===== src/rtl/bcd_tick_counter_pkg.sv =====
// Shared encodings and constants for the BCD tick counter slice.
package bcd_tick_counter_pkg;

   localparam int unsigned DIGIT_W = 4;
   localparam logic [3:0]  BCD_MAX = 4'd9;

   typedef enum logic [1:0] {
      ST_IDLE  = 2'd0,
      ST_RUN   = 2'd1,
      ST_PAUSE = 2'd2,
      ST_FULL  = 2'd3
   } state_t;

endpackage


===== src/rtl/bcd_tick_counter_digit.sv =====
// Single BCD decade register; wraps 9 -> 0 and ripples a carry to the next decade.
module bcd_digit
   import bcd_tick_counter_pkg::*;
(
   input  logic       clk,
   input  logic       reset,
   input  logic       clr,
   input  logic       inc_in,
   output logic [3:0] digit,
   output logic       carry_out
);

   always_ff @(posedge clk or negedge reset) begin
      if (!reset) begin
         digit <= '0;
      end else if (clr) begin
         digit <= '0;
      end else if (inc_in) begin
         digit <= (digit == BCD_MAX) ? '0 : digit + 4'd1;
      end
   end

   assign carry_out = inc_in & (digit == BCD_MAX);

endmodule


===== src/rtl/bcd_tick_counter.sv =====
// Decimal event counter: edge-detects the divided tick and counts rises in packed BCD
// under start/stop/clear control, with saturate-or-wrap behaviour at all-9s.
module bcd_tick_counter
   import bcd_tick_counter_pkg::*;
#(
   parameter int unsigned NUM_DIGITS  = 4,
   parameter int unsigned STOP_AT_MAX = 1
) (
   input  logic                      clk,
   input  logic                      reset,
   input  logic                      tick_in,
   input  logic                      start,
   input  logic                      stop,
   input  logic                      clear,
   output logic [4*NUM_DIGITS-1:0]   bcd,
   output logic                      running,
   output logic                      full,
   output logic                      overflow
);

   state_t                state_q, state_d;
   logic                  tick_d;
   logic                  rise;
   logic                  inc;
   logic                  sat_hit;
   logic                  all_nines;
   logic                  overflow_q;
   logic [NUM_DIGITS:0]   carry;

   assign rise = tick_in & ~tick_d;

   always_comb begin
      all_nines = 1'b1;
      for (int unsigned i = 0; i < NUM_DIGITS; i++) begin
         if (bcd[i*DIGIT_W +: DIGIT_W] != BCD_MAX) all_nines = 1'b0;
      end
   end

   always_comb begin
      state_d = state_q;
      inc     = 1'b0;
      sat_hit = 1'b0;
      if (clear) begin
         state_d = ST_IDLE;
      end else begin
         unique case (state_q)
            ST_IDLE: begin
               if (start && !stop) state_d = ST_RUN;
            end
            ST_RUN: begin
               // Saturation wins over a simultaneous stop; otherwise the rise still counts.
               if (rise && all_nines && (STOP_AT_MAX != 0)) begin
                  sat_hit = 1'b1;
                  state_d = ST_FULL;
               end else begin
                  inc = rise;
                  if (stop) state_d = ST_PAUSE;
               end
            end
            ST_PAUSE: begin
               if (start && !stop) state_d = ST_RUN;
            end
            ST_FULL: begin
               state_d = ST_FULL;
            end
            default: state_d = ST_IDLE;
         endcase
      end
   end

   assign carry[0] = inc;

   for (genvar g = 0; g < NUM_DIGITS; g++) begin : g_digit
      bcd_digit u_digit (
         .clk       (clk),
         .reset     (reset),
         .clr       (clear),
         .inc_in    (carry[g]),
         .digit     (bcd[g*DIGIT_W +: DIGIT_W]),
         .carry_out (carry[g+1])
      );
   end

   always_ff @(posedge clk or negedge reset) begin
      if (!reset) begin
         state_q    <= ST_IDLE;
         tick_d     <= 1'b0;
         overflow_q <= 1'b0;
      end else begin
         state_q    <= state_d;
         tick_d     <= tick_in;
         // Carry out of the top decade is the wrap event; saturation never propagates a carry.
         overflow_q <= sat_hit | carry[NUM_DIGITS];
      end
   end

   assign running  = (state_q == ST_RUN);
   assign full     = (state_q == ST_FULL);
   assign overflow = overflow_q;

endmodule


===== config.mk =====
export PLATFORM = sky130hd
export DESIGN_NAME = bcd_tick_counter
export DESIGN_NICKNAME = d
export VERILOG_FILES = /design/src/rtl/bcd_tick_counter_pkg.sv /design/src/rtl/bcd_tick_counter_digit.sv /design/src/rtl/bcd_tick_counter.sv
export SDC_FILE = /design/constraint.sdc
export NUM_CORES = 1
export LEC_CHECK = 0
export BUFFER_PORTS_ARGS = -buffer_cell sky130_fd_sc_hd__clkbuf_2
export CAP_MARGIN = 20
export CORE_ASPECT_RATIO = 1.2
export CORE_MARGIN = 2
export CORE_UTILIZATION = 55
export DETAILED_ROUTE_END_ITERATION = 12
export HOLD_SLACK_MARGIN = 0.06
export PLACE_DENSITY = 0.85
export SKIP_CTS_REPAIR_TIMING = 1
export SLEW_MARGIN = 5
export SYNTH_ARGS = -nofsm -noshare
export SYNTH_HDL_FRONTEND = slang
export SYNTH_SLANG_ARGS = --single-unit

===== constraint.sdc =====
create_clock -name clk -period 5.4 [get_ports clk]
set_clock_uncertainty 0.2 [all_clocks]
set_input_delay 0.54 -clock clk [delete_from_list [all_inputs] [get_ports clk]]
set_output_delay 0.54 -clock clk [all_outputs]
set_load 0.005 [all_outputs]

==> report_table.html <==
<table>
<tr><th>Metric</th><th>Value</th></tr>
<tr><th colspan="2">Detailed routing</th></tr>
<tr><td>Post-DR wirelength/cell</td><td>14.1 µm</td></tr>
<tr><td>Count of vias placed by the detailed router</td><td>1033</td></tr>
<tr><td>Number of nets with antenna violations after routing</td><td>0</td></tr>
<tr><td>Number of detailed-route iterations in the first pass</td><td>4</td></tr>
<tr><td>DRC Markers</td><td>0</td></tr>
<tr><td>Initial drt markers</td><td>20</td></tr>
<tr><td>Vias per cell</td><td>between 5 and 6</td></tr>
<tr><td>Final routed wirelength across all metal layers</td><td>2500 µm</td></tr>
<tr><th colspan="2">Final layout</th></tr>
<tr><td>Total area of multi-input combinational cells</td><td>642 µm²</td></tr>
<tr><td>Fill cell count</td><td>175</td></tr>
<tr><td>Most used cells in the layout excluding fill and tap cells</td><td>sky130_fd_sc_hd__clkbuf_2, sky130_fd_sc_hd__dfrtp_1, sky130_fd_sc_hd__nor2_1</td></tr>
<tr><td>Synth-to-layout area growth</td><td>14.5%</td></tr>
<tr><td>Final net count</td><td>161</td></tr>
<tr><td>Antenna cells</td><td>0</td></tr>
<tr><td>Sequential cell area</td><td>500 µm²</td></tr>
<tr><td>Most frequent standard cell in the layout excluding fill and tap cells</td><td>sky130_fd_sc_hd__clkbuf_2</td></tr>
<tr><td>Proportion of layout cells with a drive suffix above 1</td><td>0.231</td></tr>
<tr><th colspan="2">CTS</th></tr>
<tr><td>CTS HTree Levels</td><td>1</td></tr>
<tr><td>Clock latency on the worst-skew pair</td><td>0.31 ns</td></tr>
<tr><td>Clock tree from TritonCTS</td><td>done</td></tr>
<tr><td>CTS Buffer Depth</td><td>2</td></tr>
<tr><td>Number of CTS-inserted buffers</td><td>3</td></tr>
<tr><td>Post-CTS clock slew at the launch and capture registers of the worst setup and hold paths</td><td>roughly 0.11 ns</td></tr>
<tr><td>CTS root buffer</td><td>sky130_fd_sc_hd__clkbuf_4</td></tr>
<tr><td>Num Clock Sinks</td><td>20</td></tr>
<tr><th colspan="2">STA</th></tr>
<tr><td>Maximum frequency from static timing analysis</td><td>497 MHz</td></tr>
<tr><td>Number of endpoints failing setup at the final stage</td><td>0</td></tr>
<tr><td>Final cycle utilization of the critical path</td><td>0.372</td></tr>
<tr><td>Fin. Hold Viols</td><td>0</td></tr>
<tr><td>Setup ws final</td><td>3.39 ns</td></tr>
<tr><td>Setup_tns</td><td>0 ns</td></tr>
<tr><td>Final critical-path required period</td><td>2.01 ns</td></tr>
<tr><td>RSZ-0062 raised after global routing</td><td>false</td></tr>
<tr><td>Final number of max-transition violations</td><td>0</td></tr>
<tr><td>Measured slew at the worst slew-check pin</td><td>0.492 ns</td></tr>
<tr><td>Slew headroom</td><td>0.672</td></tr>
<tr><th colspan="2">Worst setup path</th></tr>
<tr><td>Required arrival time at the worst endpoint</td><td>5.43 ns</td></tr>
<tr><td>Worst path slowest cell</td><td>sky130_fd_sc_hd__or4_1</td></tr>
<tr><td>Biggest cell delay along the critical path</td><td>0.51 ns</td></tr>
<tr><td>Critical path start-end classification</td><td>reg -&gt; reg</td></tr>
<tr><td>Cells along the critical path</td><td>and4bb_1 -&gt; nand3_4 -&gt; or4_1 -&gt; a21oi_1</td></tr>
<tr><td>Worst endpoint data arrival time</td><td>2.04 ns</td></tr>
<tr><td>Largest fanout of any net on the critical path</td><td>8</td></tr>
<tr><td>Path depth of the worst reg2reg path</td><td>4</td></tr>
<tr><td>Critical Path Start Type</td><td>flip-flop</td></tr>
<tr><td>CP endpoint kind</td><td>flip-flop</td></tr>
<tr><th colspan="2">Power</th></tr>
<tr><td>Net Switching</td><td>0.0000613 W</td></tr>
<tr><td>Leak pwr</td><td>0.615 nW</td></tr>
<tr><td>Portion of total power attributed to the clock network</td><td>0.287</td></tr>
<tr><td>Fraction of power spent switching nets</td><td>0.248</td></tr>
<tr><td>Maximum vdd ir drop</td><td>around 0.16 mV</td></tr>
<tr><td>Power share of the sequential group</td><td>0.630</td></tr>
<tr><td>Combinational group share of total power</td><td>0.083</td></tr>
<tr><td>Int Power</td><td>roughly 0.00019 W</td></tr>
<tr><td>Power density over the cells</td><td>between 150 and 200 mW/mm²</td></tr>
<tr><th colspan="2">Synthesis</th></tr>
<tr><td>Main combinational cell family by area after synthesis</td><td>simple AND/OR/NAND/NOR gates</td></tr>
<tr><td>Largest area contributor in the synthesized netlist</td><td>sky130_fd_sc_hd__dfrtp_1</td></tr>
<tr><td>Avg Cell Area, Syn</td><td>9.72 µm²</td></tr>
<tr><td>Post-synthesis instance area</td><td>~0.0012 mm²</td></tr>
<tr><td>Share of synthesized area occupied by flip-flops and latches</td><td>0.422</td></tr>
<tr><td>Share of cell area taken by muxes after synthesis</td><td>0.0169</td></tr>
<tr><td>Synth cell types</td><td>40</td></tr>
<tr><td>Post-synth top area share</td><td>0.422</td></tr>
<tr><td>EDFF count, synth</td><td>0</td></tr>
<tr><td>Adder-cell share of the synthesized area</td><td>0.0633</td></tr>
<tr><td>Post-synthesis compound-gate area fraction</td><td>0.141</td></tr>
<tr><td>Top area cells in the synthesized netlist</td><td>sky130_fd_sc_hd__dfrtp_1, sky130_fd_sc_hd__ha_1, sky130_fd_sc_hd__a21oi_1</td></tr>
<tr><td>Synth Area in Simple Gates</td><td>0.290</td></tr>
<tr><td>Prevailing post-synth register cell</td><td>sky130_fd_sc_hd__dfrtp_1</td></tr>
<tr><td>Net count of the mapped netlist</td><td>134</td></tr>
<tr><td>Post-synthesis async set-or-reset flop share</td><td>1.00</td></tr>
<tr><td>Synth warn</td><td>0</td></tr>
<tr><td>Synthesized-area fraction occupied by xor and xnor cells</td><td>0.0295</td></tr>
<tr><td>Number of instances in the synthesized netlist</td><td>approximately 120</td></tr>
<tr><td>Register bit count reported by yosys</td><td>20</td></tr>
<tr><th colspan="2">Status</th></tr>
<tr><td>Status</td><td>finished clean</td></tr>
<tr><th colspan="2">Global routing</th></tr>
<tr><td>Overall global routing resource usage</td><td>0.238</td></tr>
<tr><td>Remaining global-route overflow</td><td>0</td></tr>
<tr><td>Antenna violations before repair</td><td>0</td></tr>
<tr><td>First-pass GRT wire length</td><td>4290 µm</td></tr>
<tr><td>Maximum number of pins on one net before global-route repair</td><td>21</td></tr>
<tr><td>Via count of the first global-routing pass</td><td>990</td></tr>
<tr><th colspan="2">Placement</th></tr>
<tr><td>Total of buffers placed on input and output ports</td><td>24</td></tr>
<tr><td>Routability congestion estimate from global placement</td><td>0.809</td></tr>
<tr><td>Post-Place Setup Slack</td><td>between 3 and 4 ns</td></tr>
<tr><td>DPL Wire Length</td><td>~1900 µm</td></tr>
<tr><th colspan="2">Floorplan</th></tr>
<tr><td>Area inside the core boundary</td><td>0.00205 mm²</td></tr>
<tr><td>Full die area</td><td>approximately 0.0025 mm²</td></tr>
<tr><td>Height of the die</td><td>54.9 µm</td></tr>
<tr><td>X dimension of the die</td><td>46.4 µm</td></tr>
<tr><td>Core Rows</td><td>18</td></tr>
<tr><td>Initial cell density of the core</td><td>0.579</td></tr>
<tr><td>Number of top-level pins</td><td>25</td></tr>
<tr><th colspan="2">Worst hold path</th></tr>
<tr><td>Classification of the worst-slack hold path</td><td>in -&gt; reg</td></tr>
<tr><td>Cell count of the worst hold path</td><td>1</td></tr>
<tr><th colspan="2">Job</th></tr>
<tr><td>Number of max-cap violations</td><td>0</td></tr>
</table>
## path summary, 6_finish.rpt
| path | from | to | slack [ns] |
|---|---|---|---|
| setup / recovery | state_q[1] | g_digit[2].u_digit.digit[3] | 3.39 |
| hold / removal | tick_in | tick_d | 0.18 |
| setup reg to reg | state_q[1] | g_digit[2].u_digit.digit[3] | 3.39 |
| hold reg to reg | g_digit[3].u_digit.digit[2] | g_digit[3].u_digit.digit[2] | 0.35 |
| max in group asynchronous | reset | g_digit[3].u_digit.digit[3] | 4.15 |
| min in group asynchronous | reset | g_digit[0].u_digit.digit[3] | 0.51 |
## sequential cells by signal, indices dropped and copies added, names as in the netlist
register	flops
g_digit.u_digit.digit	16
state_q	2
overflow	1
tick_d	1
## synth_stat cells (2+ instances only)
cell type                  count
sky130_fd_sc_hd__a21oi_1       8
sky130_fd_sc_hd__and2_1        2
sky130_fd_sc_hd__nand3b_1      3
sky130_fd_sc_hd__xor2_1        3
sky130_fd_sc_hd__nand2_1       7
sky130_fd_sc_hd__and3b_1       2
sky130_fd_sc_hd__mux2i_1       2
sky130_fd_sc_hd__nand3_1       7
sky130_fd_sc_hd__dfrtp_1      20
sky130_fd_sc_hd__nor2b_1       3
sky130_fd_sc_hd__o31ai_1       2
sky130_fd_sc_hd__o21ai_0       8
sky130_fd_sc_hd__clkbuf_1      2
sky130_fd_sc_hd__or4_1         3
sky130_fd_sc_hd__nor3_1        5
sky130_fd_sc_hd__inv_1         5
sky130_fd_sc_hd__or3_1         3
sky130_fd_sc_hd__ha_1          6
sky130_fd_sc_hd__nor2_1        9
sky130_fd_sc_hd__o211ai_1      2
## stage by stage
stage	hold slack (ns)	utilization	total power (W)	cell area (µm²)	cells
CTS	-0.0104	0.658	0.000248	1350	176
global placement	0.320	0.647	0.000178	1330	173
finish	0.185	0.662	0.000248	1360	177
detailed placement	0.325	0.647	0.000179	1330	173
floorplan	0.0444	-	0.000170	1190	122
global route	0.179	0.662	0.000257	1360	177
## power by group through the flow
stage,clock network [W],logic (W),registers [W]
5_1_grt,0.0000771,0.0000231,0.000156
6_report,0.0000711,0.0000206,0.000156
3_3_place_gp,0,0.0000193,0.000158
4_1_cts,0.0000719,0.0000202,0.000156
3_5_place_dp,0,0.0000201,0.000159
2_1_floorplan,0,0.0000122,0.000158
## final cells by class
| cell class | count | share of cell area |
|---|---|---|
| Inverter | 6 | 0.0184 |
| Tap cell | 30 | 0.0276 |
| Multi-Input combinational cell | 93 | 0.473 |
| Timing Repair Buffer | 25 | 0.0959 |
| Clock buffer | 3 | 0.0166 |
| Sequential cell | 20 | 0.369 |
## worst max-delay path, delay by kind of cell (launching register included)
family	cells	cell delay, ns
compound gates	1	0.15
flops	1	0.45
simple gates	3	1.13
## logic make-up (layout without fill, tap and decap cells)
kind of cell               after synthesis  in the layout
and+or+nand+nor                         54             54
xor gates and xnor gates                 4              4
muxes                                    2              2
buffers and inverters                    9             34
adders and majority gates                6              6
AOI/OAI and AO/OA                       27             27
DFF                                     20             20
## per-layer routing
layer	routed length [µm]	vias to the layer above	share of wire	global-route usage
met5	0	-	0	0
met4	58	0	0.023	0.129
met3	91	5	0.036	0.0198
met2	1260	27	0.50	0.403
met1	1100	497	0.44	0.295
li1	-	504	-	-
(Power assumes the default switching activity.)
